### config.mk
export PLATFORM = sky130hd
export DESIGN_NAME = aer_addr_rx
export DESIGN_NICKNAME = d
export VERILOG_FILES = /design/src/rtl/aer_addr_rx.sv
export SDC_FILE = /design/constraint.sdc
export NUM_CORES = 1
export LEC_CHECK = 0
export BUFFER_PORTS_ARGS = -buffer_cell sky130_fd_sc_hd__buf_2
export CAP_MARGIN = 10
export CORE_MARGIN = 8
export CORE_UTILIZATION = 40
export CTS_CLUSTER_DIAMETER = 80
export DETAILED_ROUTE_END_ITERATION = 7
export GPL_ROUTABILITY_DRIVEN = 0
export SYNTH_ARGS = -nofsm -noshare
export SYNTH_HDL_FRONTEND = slang
export SYNTH_SLANG_ARGS = --single-unit
### constraint.sdc
create_clock -name clk_i -period 2.91 [get_ports clk_i]
set_clock_uncertainty 0.1 [all_clocks]
set_input_delay 0.291 -clock clk_i [delete_from_list [all_inputs] [get_ports clk_i]]
set_output_delay 0.291 -clock clk_i [all_outputs]
set_load 0.02 [all_outputs]
### src/rtl/aer_addr_rx.sv
// aer_addr_rx: 4-phase AER receiver that synchronizes req, latches the address and emits a one-cycle ae strobe.
// It also keeps a saturating event count and a sticky handshake-timeout flag.
module aer_addr_rx #(
    parameter int bit_addr    = 9,
    parameter int sync_stages = 2,
    parameter int ack_hold    = 2,
    parameter int timeout     = 255
) (
    input  logic                clk_i,
    input  logic                clr_i,
    input  logic                aer_req_i,
    input  logic [bit_addr-1:0] aer_addr_i,
    output logic                aer_ack_o,
    input  logic                en_i,
    input  logic                err_clr_i,
    output logic [bit_addr-1:0] addr_o,
    output logic                ae_o,
    output logic [15:0]         ev_cnt_o,
    output logic                timeout_err_o
);
    typedef enum logic [1:0] {FLUSH, IDLE, LATCH, ACK} state_t;
    state_t state_q, state_d;
    logic [sync_stages-1:0] sync_q;
    logic [7:0] cnt_q, cnt_d;
    logic [bit_addr-1:0] addr_q, addr_d;
    logic [15:0] ev_cnt_q, ev_cnt_d;
    logic ae_q, ack_q, err_q, err_d, abort;
    logic req_s;

    assign req_s = sync_q[sync_stages-1];

    always_comb begin
        state_d  = state_q;
        cnt_d    = cnt_q;
        addr_d   = addr_q;
        ev_cnt_d = ev_cnt_q;
        abort    = 1'b0;
        case (state_q)
            // Require a clean run of low req before arming, so a stale request is never counted.
            FLUSH: begin
                if (req_s) cnt_d = 8'd0;
                else if (cnt_q == 8'(sync_stages + 1)) begin
                    state_d = IDLE;
                    cnt_d   = 8'd0;
                end else cnt_d = cnt_q + 8'd1;
            end
            IDLE: if (en_i && req_s) state_d = LATCH;
            LATCH: begin
                addr_d   = aer_addr_i;
                ev_cnt_d = (&ev_cnt_q) ? ev_cnt_q : ev_cnt_q + 16'd1;
                cnt_d    = 8'd0;
                state_d  = ACK;
            end
            ACK: begin
                if (!req_s && cnt_q >= 8'(ack_hold - 1)) begin
                    state_d = IDLE;
                    cnt_d   = 8'd0;
                end else if (req_s && cnt_q == 8'(timeout - 1)) begin
                    state_d = FLUSH;
                    cnt_d   = 8'd0;
                    abort   = 1'b1;
                end else cnt_d = cnt_q + 8'd1;
            end
            default: state_d = FLUSH;
        endcase
        err_d = abort | (err_q & ~err_clr_i);
    end

    always_ff @(posedge clk_i or posedge clr_i) begin
        if (clr_i) begin
            state_q  <= FLUSH;
            sync_q   <= '0;
            cnt_q    <= 8'd0;
            addr_q   <= '0;
            ev_cnt_q <= 16'd0;
            ae_q     <= 1'b0;
            ack_q    <= 1'b0;
            err_q    <= 1'b0;
        end else begin
            state_q  <= state_d;
            sync_q   <= {sync_q[sync_stages-2:0], aer_req_i};
            cnt_q    <= cnt_d;
            addr_q   <= addr_d;
            ev_cnt_q <= ev_cnt_d;
            ae_q     <= (state_q == LATCH);
            ack_q    <= (state_d == ACK);
            err_q    <= err_d;
        end
    end

    assign aer_ack_o     = ack_q;
    assign addr_o        = addr_q;
    assign ae_o          = ae_q;
    assign ev_cnt_o      = ev_cnt_q;
    assign timeout_err_o = err_q;
endmodule
# Word-level counts from Yosys, hierarchy flattened
# Cells that the tools add are included.
# totals
regBits	40
in_bits	14
output_inout_bits	28
elab_cells	43
# classes
add_sub_neg	2
n_lt_le_gt_ge	1
eq_ne	6
n_mux	14
bitwise	4
reduce_logical	8
# ops
op	n
$mux W8	4
$pmux W8 S3	1
$add A16 B1 Y16 const B	1
$reduce_and A16 Y1	1
$mux W2	5
$add A8 B1 Y8 const B	1
$eq A8 B2 Y1 const B	1
$eq A8 B8 Y1 const B	1
$ge A8 B1 Y1 const B	1
$pmux W2 S4	1
$eq A2 B2 Y1 const B	3
$logic_and A1 B1 Y1	3
$mux W1	3
$reduce_bool A3 Y1	1
$eq A2 B1 Y1 const B	1
$logic_not A2 Y1	1
$not A1 Y1	2
$reduce_and A2 Y1	1
$and A1 B1 Y1	1
$logic_not A1 Y1	1
$or A1 B1 Y1	1

# Longest topological paths before layout
# Gate-level depths: netlist of run 1.
# depth
word_depth	6
depth_mapped	6
mapped_depth_nobuf	6

# Worst setup path after synthesis of run 1
# No wires, ideal clock.
# synth_timing
path_kind	reg2reg
startpoint	register ev_cnt_q[0], in the netlist ev_cnt_o[0]
endpoint	register ev_cnt_q[1], in the netlist ev_cnt_o[1]
setup_time_ns	0.125
t_arrival_ns	1.608
t_required_ns	2.685
setup_slack_ns	1.077
path_stages_with_launch	6
n_path_buf	0
period_less_slack_ns	1.833
cell_sequence	dfrtp_1 -> ha_1 -> nand3_1 -> nor3_2 -> a21oi_1 -> mux2_2
# synth_between
elab_chain_cells	3
word_cells_on_any_way	4
cone_classes	add/sub (1); bitwise (1); reduce/logical (2)
# synth_rtl
item	line_no	rtl
start, declared	26	logic [15:0] ev_cnt_q, ev_cnt_d;
start signal, assigned	84	ev_cnt_q <= ev_cnt_d;
branches (longest 3 deep; another with $add A16 B1 Y16)	n/a	
# Parallel ways; which one is timed is not known.
# A chain may end at the register's enable or synchronous reset.

# Worst setup path in the final report of run 1
# layout_timing
startpoint	register cnt_q[0]
endpoint	register cnt_q[0]
# layout_between
elab_chain_cells	5
word_cells_on_any_way	11
cone_classes	add/sub (1); order compare (1); eq/ne (2); mux (5); reduce/logical (2)
# layout_rtl
item	line_no	rtl
start, declared	24	logic [7:0] cnt_q, cnt_d;
start signal, assigned	82	cnt_q <= cnt_d;
branches (longest 4 deep; another with $add A8 B1 Y8)	n/a	
$pmux W8 S3 *	38	case (state_q)
# Mark *: on every way between the ends.

==> reports/results.ini, run 1 <==
[floorplan]
die_x_um=85.2
die_area_um2=7270
dieHeight_um=85.2
initial_utilization_pct=41.2
placementRows=25
coreArea_um2=4660
boundaryPins=42

[timing]
setup_tns_ns=0
period_needed_ns=2.02
tightest_slew_ns=0.715
rsz0062_at_grt=no
timing.final.max_slew_violations=0
finalHoldViolCount=17
slew-limit-headroom_pct=52.2
holdWs_ns=-0.0141
finalCritPeriodShare_pct=69.3
fmax_mhz=496
layout_setup_ws_ns=0.892
setup_viol=0

[routing]
routed_wl_um=4270
first_pass_iters=4
drc_errors=0
vias=1523
drt_iter0_drc=114
routedWlPerCell_um=14.4
vias_per_cell=5.15
ant_nets=0

[logic_synthesis]
synth_nets=215
ys_types=34
yosys.area.top_type=dfrtp_1
synth_area_um2=1920
syn_avg_cell_area_um2=9.79
yosysTopAreaCellShare_pct=52.2
syn_inst=196
yosysSeqAreaShare_pct=52.2
yosysWarnings=0
ys_seq_elements=40
synthTopCellsByArea=dfrtp_1 52%, nand2_1 8.0%, xnor2_1 3.7%

[clock_tree]
max-clock-path-buffers=2
h-tree-depth=2
cts_tree=built
cts.repair.resized=0
cts_root_buf=clkbuf_8
postCtsSetupRepairBufs=0
cts_buffers=5
cts.sinks=40
insertion_delay_ns=0.30
cts_hold_buf=1
path_clk_slew_ns=0.09

[cells_and_area]
final_cell_mix=41 x nand2_1, 41 x buf_2, 40 x dfrtp_1
fillers=449
multi_input_area_um2=843
regArea_um2=1000
final_cells=296
fin_util_pct=48.8
nets=260
antennaDiodeCount=0
drive_above_1_share_pct=23.1
final_cell_area_um2=2280
synthToLayoutAreaGrowth_pct=18.7

[worst_setup_path]
ff2ff_path_depth=6
crit_fanout=8
end_kind=register
rr_startpoint=cnt_q[0]
worstSetupPathType=register to register
slowest_delay_ns=0.49
worstPathCellList=inv_1, ha_1, nand2_1, or4_4, a311oi_4, nor2_1
crit_required_ns=2.98
slowest_stage=a311oi_4
crit_arrival_ns=2.09
start_kind=register
crit_start=cnt_q[0]

[run_status]
outcome=finished, violations left
violations=negative hold slack

[grt]
grt_pass1_vias=1443
grt_max_degree=41
grt_use_total_pct=12.7
grt.overflow.total=0
antenna_found_initial=0
grt_pass1_wl_um=7360

[hold_path]
hp-class=primary input to async pin

[pwr]
finalPower_mw=1.92
power_frac_seq_pct=43.6
ir_drop_v=0.000463
power_frac_clock_pct=20.1
power.net_switching_mw=0.805
p_leak_nw=1.14
swShare_pct=41.9
p_int_mw=1.12
power_frac_comb_pct=36.3
pwr_density_cell_nw_per_um2=844

[job]
drv_cap=0

[place]
placedCellCount=287
portBuffers=41
placed_cell_area_um2=2170
dp_slack_ns=0.903
dp_hpwl_um=3100

## cell families (layout without fill, tap and decap cells)
group	Yosys count	in the layout	share of synthesized area (%)
DFF	40	40	52.2
adders and majority gates	5	5	3.26
AOI/OAI and AO/OA	23	23	9.00
buffers and inverters	17	63	3.85
xor gates and xnor gates	16	16	7.31
and+or+nand+nor	93	93	23.2
muxes	2	2	1.17
## layout make-up
type	count	share of cell area, %
Clock buffer	5	3.02
Inverter	11	1.81
Sequential cell	40	44.0
Clock inverter	3	1.04
Multi-Input combinational cell	139	37.1
Tap cell	54	2.97
Timing Repair Buffer	44	10.1
## routing by layer
metal	part of all wire [%]	vias up	global-route usage (%)
li1	-	762	-
met1	48	720	16.5
met2	45	35	19.2
met3	5.3	6	4.05
met4	1.6	0	4.85
met5	0	-	0
## synthesized netlist by cell type (all sizes together)
cell type,count
nand2,41
dfrtp,40
nor2,13
inv,11
a21oi,9
nand3,9
xnor2,8
xor2,8
nor3,7
nor4,7
nand4,6
ha,5
buf,4
a211oi,3
a31oi,3
a311oi,2
a41o,2
and2,2
clkbuf,2
mux2,2
nand2b,2
o21a,2
a22o,1
and3,1
and4,1
and4b,1
nand4b,1
nor2b,1
o211ai,1
or4,1
## power by group through the flow
| stage | Sequential [mW] | Combinational [mW] | Clock [mW] |
|---|---|---|---|
| floorplan | 0.930 | 0.412 | 0 |
| global placement | 0.839 | 0.703 | 0 |
| detailed placement | 0.844 | 0.716 | 0 |
| CTS | 0.837 | 0.715 | 0.396 |
| global route | 0.858 | 0.780 | 0.424 |
| finish | 0.837 | 0.698 | 0.387 |
## registers in the layout, indices dropped and copies added (netlist names)
signal and cells:
ae_o 1, aer_ack_o 1, ev_cnt_o 16, cnt_q 8
addr_o 9, state_q 2, sync_q 2, timeout_err_o 1
## critical path: cells and delay by family (launching register included)
kind	cells	cell delay [ns]
AOI/OAI and AO/OA	1	0.49
adders and majority gates	1	0.16
buffers and inverters	1	0.13
DFF	1	0.42
and+or+nand+nor	3	0.59
## worst paths after layout
path                                 endpoint  slack [ns]
worst max-delay path                 cnt_q[0]        0.89
worst min register to register      sync_q[1]        0.26
max in group asynchronous       timeout_err_o        2.36
min in group clk_i                  addr_o[1]        0.07
worst min-delay path                sync_q[0]       -0.01
worst max register to register       cnt_q[0]        0.89
(Power assumes the default switching activity.)
==> run 2: changes to the inputs <==
Clock period 2.91 ns to 1.8 ns, I/O delays scaled along.
==> reports/results.ini, run 2 (same netlist as run 1, synthesis figures left out) <==
[timing]
timing.final.max_slew_violations=0
rsz0062_at_grt=yes
period_needed_ns=1.75
setup_viol=0
finalCritPeriodShare_pct=97.2
fmax_mhz=571
slew-limit-headroom_pct=66.5
tightest_slew_ns=0.503
finalHoldViolCount=0

[routing]
first_pass_iters=4
ant_nets=0
vias_per_cell=4.99
routedWlPerCell_um=14.0
vias=1641
drc_errors=0
drt_iter0_drc=44
routed_wl_um=4620

[clock_tree]
max-clock-path-buffers=2
h-tree-depth=2
cts.sinks=40
cts_buffers=5
cts_root_buf=clkbuf_8
insertion_delay_ns=0.29
path_clk_slew_ns=0.08
cts_tree=built

[pwr]
pwr_density_cell_nw_per_um2=1410
finalPower_mw=3.71
ir_drop_v=0.000813
p_leak_nw=1.35

[cells_and_area]
multi_input_area_um2=860
fin_util_pct=56.6
antennaDiodeCount=0
final_cells=329
drive_above_1_share_pct=30.5
regArea_um2=1000
largest_register_ffs=16
synthToLayoutAreaGrowth_pct=37.4
fillers=427
final_cell_mix=41 x nand2_1, 41 x buf_2, 39 x dfrtp_1
final_cell_area_um2=2640
nets=293

[grt]
grt.overflow.total=0
grt_pass1_vias=1658
antenna_found_initial=0
grt_use_total_pct=13.7
grt_max_degree=41
grt_pass1_wl_um=7900

[floorplan]
initial_utilization_pct=41.2
coreArea_um2=4660
die_area_um2=7270
die_x_um=85.2
placementRows=25
boundaryPins=42
dieHeight_um=85.2

[worst_setup_path]
end_kind=register
crit_required_ns=1.89
crit_fanout=8
crit_arrival_ns=1.84
r2r_setup_slack_ns=0.05
rr_startpoint=cnt_q[0]
start_kind=register
r2r_end=cnt_q[6]
ff2ff_path_depth=7
worstSetupPathType=register to register

[place]
dp_hpwl_um=3270
portBuffers=41
placed_cell_area_um2=2360
placedCellCount=310

[hold_path]
hold_depth=3
min_to=timeout_err_o
hp-class=primary input to register
min_from=err_clr_i

[run_status]
outcome=completed

[job]
drv_cap=0

run 2: power breakdown:
part,internal [mW],switching (mW),leakage (nW)
registers,1.12,0.203,0.519
clock network,0.693,0.317,0.0784
logic,0.567,0.804,0.753
run 2: critical path: stages (launching register included):
cell and delay [ns]:
dfrtp_1 0.39, inv_2 0.06, ha_2 0.15, nand2_1 0.05, or4_4 0.44, a311oi_4 0.23, buf_6 0.17, nor2_1 0.05
run 2: how the worst max path moves through the flow:
stage / from / end / slack (ns) / cells past startpoint
global route: cnt_q[0] / cnt_q[2] / -0.05 / 7
CTS: cnt_q[0] / cnt_q[6] / 0.04 / 7
detailed placement: cnt_q[0] / cnt_q[6] / 0.06 / 7
global placement: cnt_q[0] / cnt_q[6] / 0.1 / 7
finish: cnt_q[0] / cnt_q[6] / 0.05 / 7
floorplan: ev_cnt_o[4] / ev_cnt_o[1] / 0.008 / 5
run 2: what timing repair did:
item / CTS / global route
gates resized for setup: 0 / 5
hold buffers: 11 / 0
setup buffers: 0 / 0
setup endpoints to repair: 0 / 9
endpoints found under the hold margin: 50 / 0
run 2: layout make-up:
cell class                 instances  area share (%)
sequential                        40            38.0
multi-input combinational        139            32.6
timing repair buffer              77            19.2
clock inverter                     3            3.42
clock buffer                       5            2.61
tap                               54            2.56
inverter                          11            1.57
run 2: metrics by stage:
step	setup TNS, ns	hold slack [ns]	worst slack (ns)
final	0	0.0808	0.0498
after global routing	-0.277	0.0944	-0.0483
after CTS	0	0.0724	0.0383
after detailed placement	0	0.199	0.0563
after global placement	0	0.204	0.0988
after floorplan	0	0.111	0.00781
run 2: metal layers:
metal	share of wire (%)	track usage, %
met5	0	0
met4	1.3	5.02
met3	3.7	3.28
met2	51	24.1
met1	44	15.7
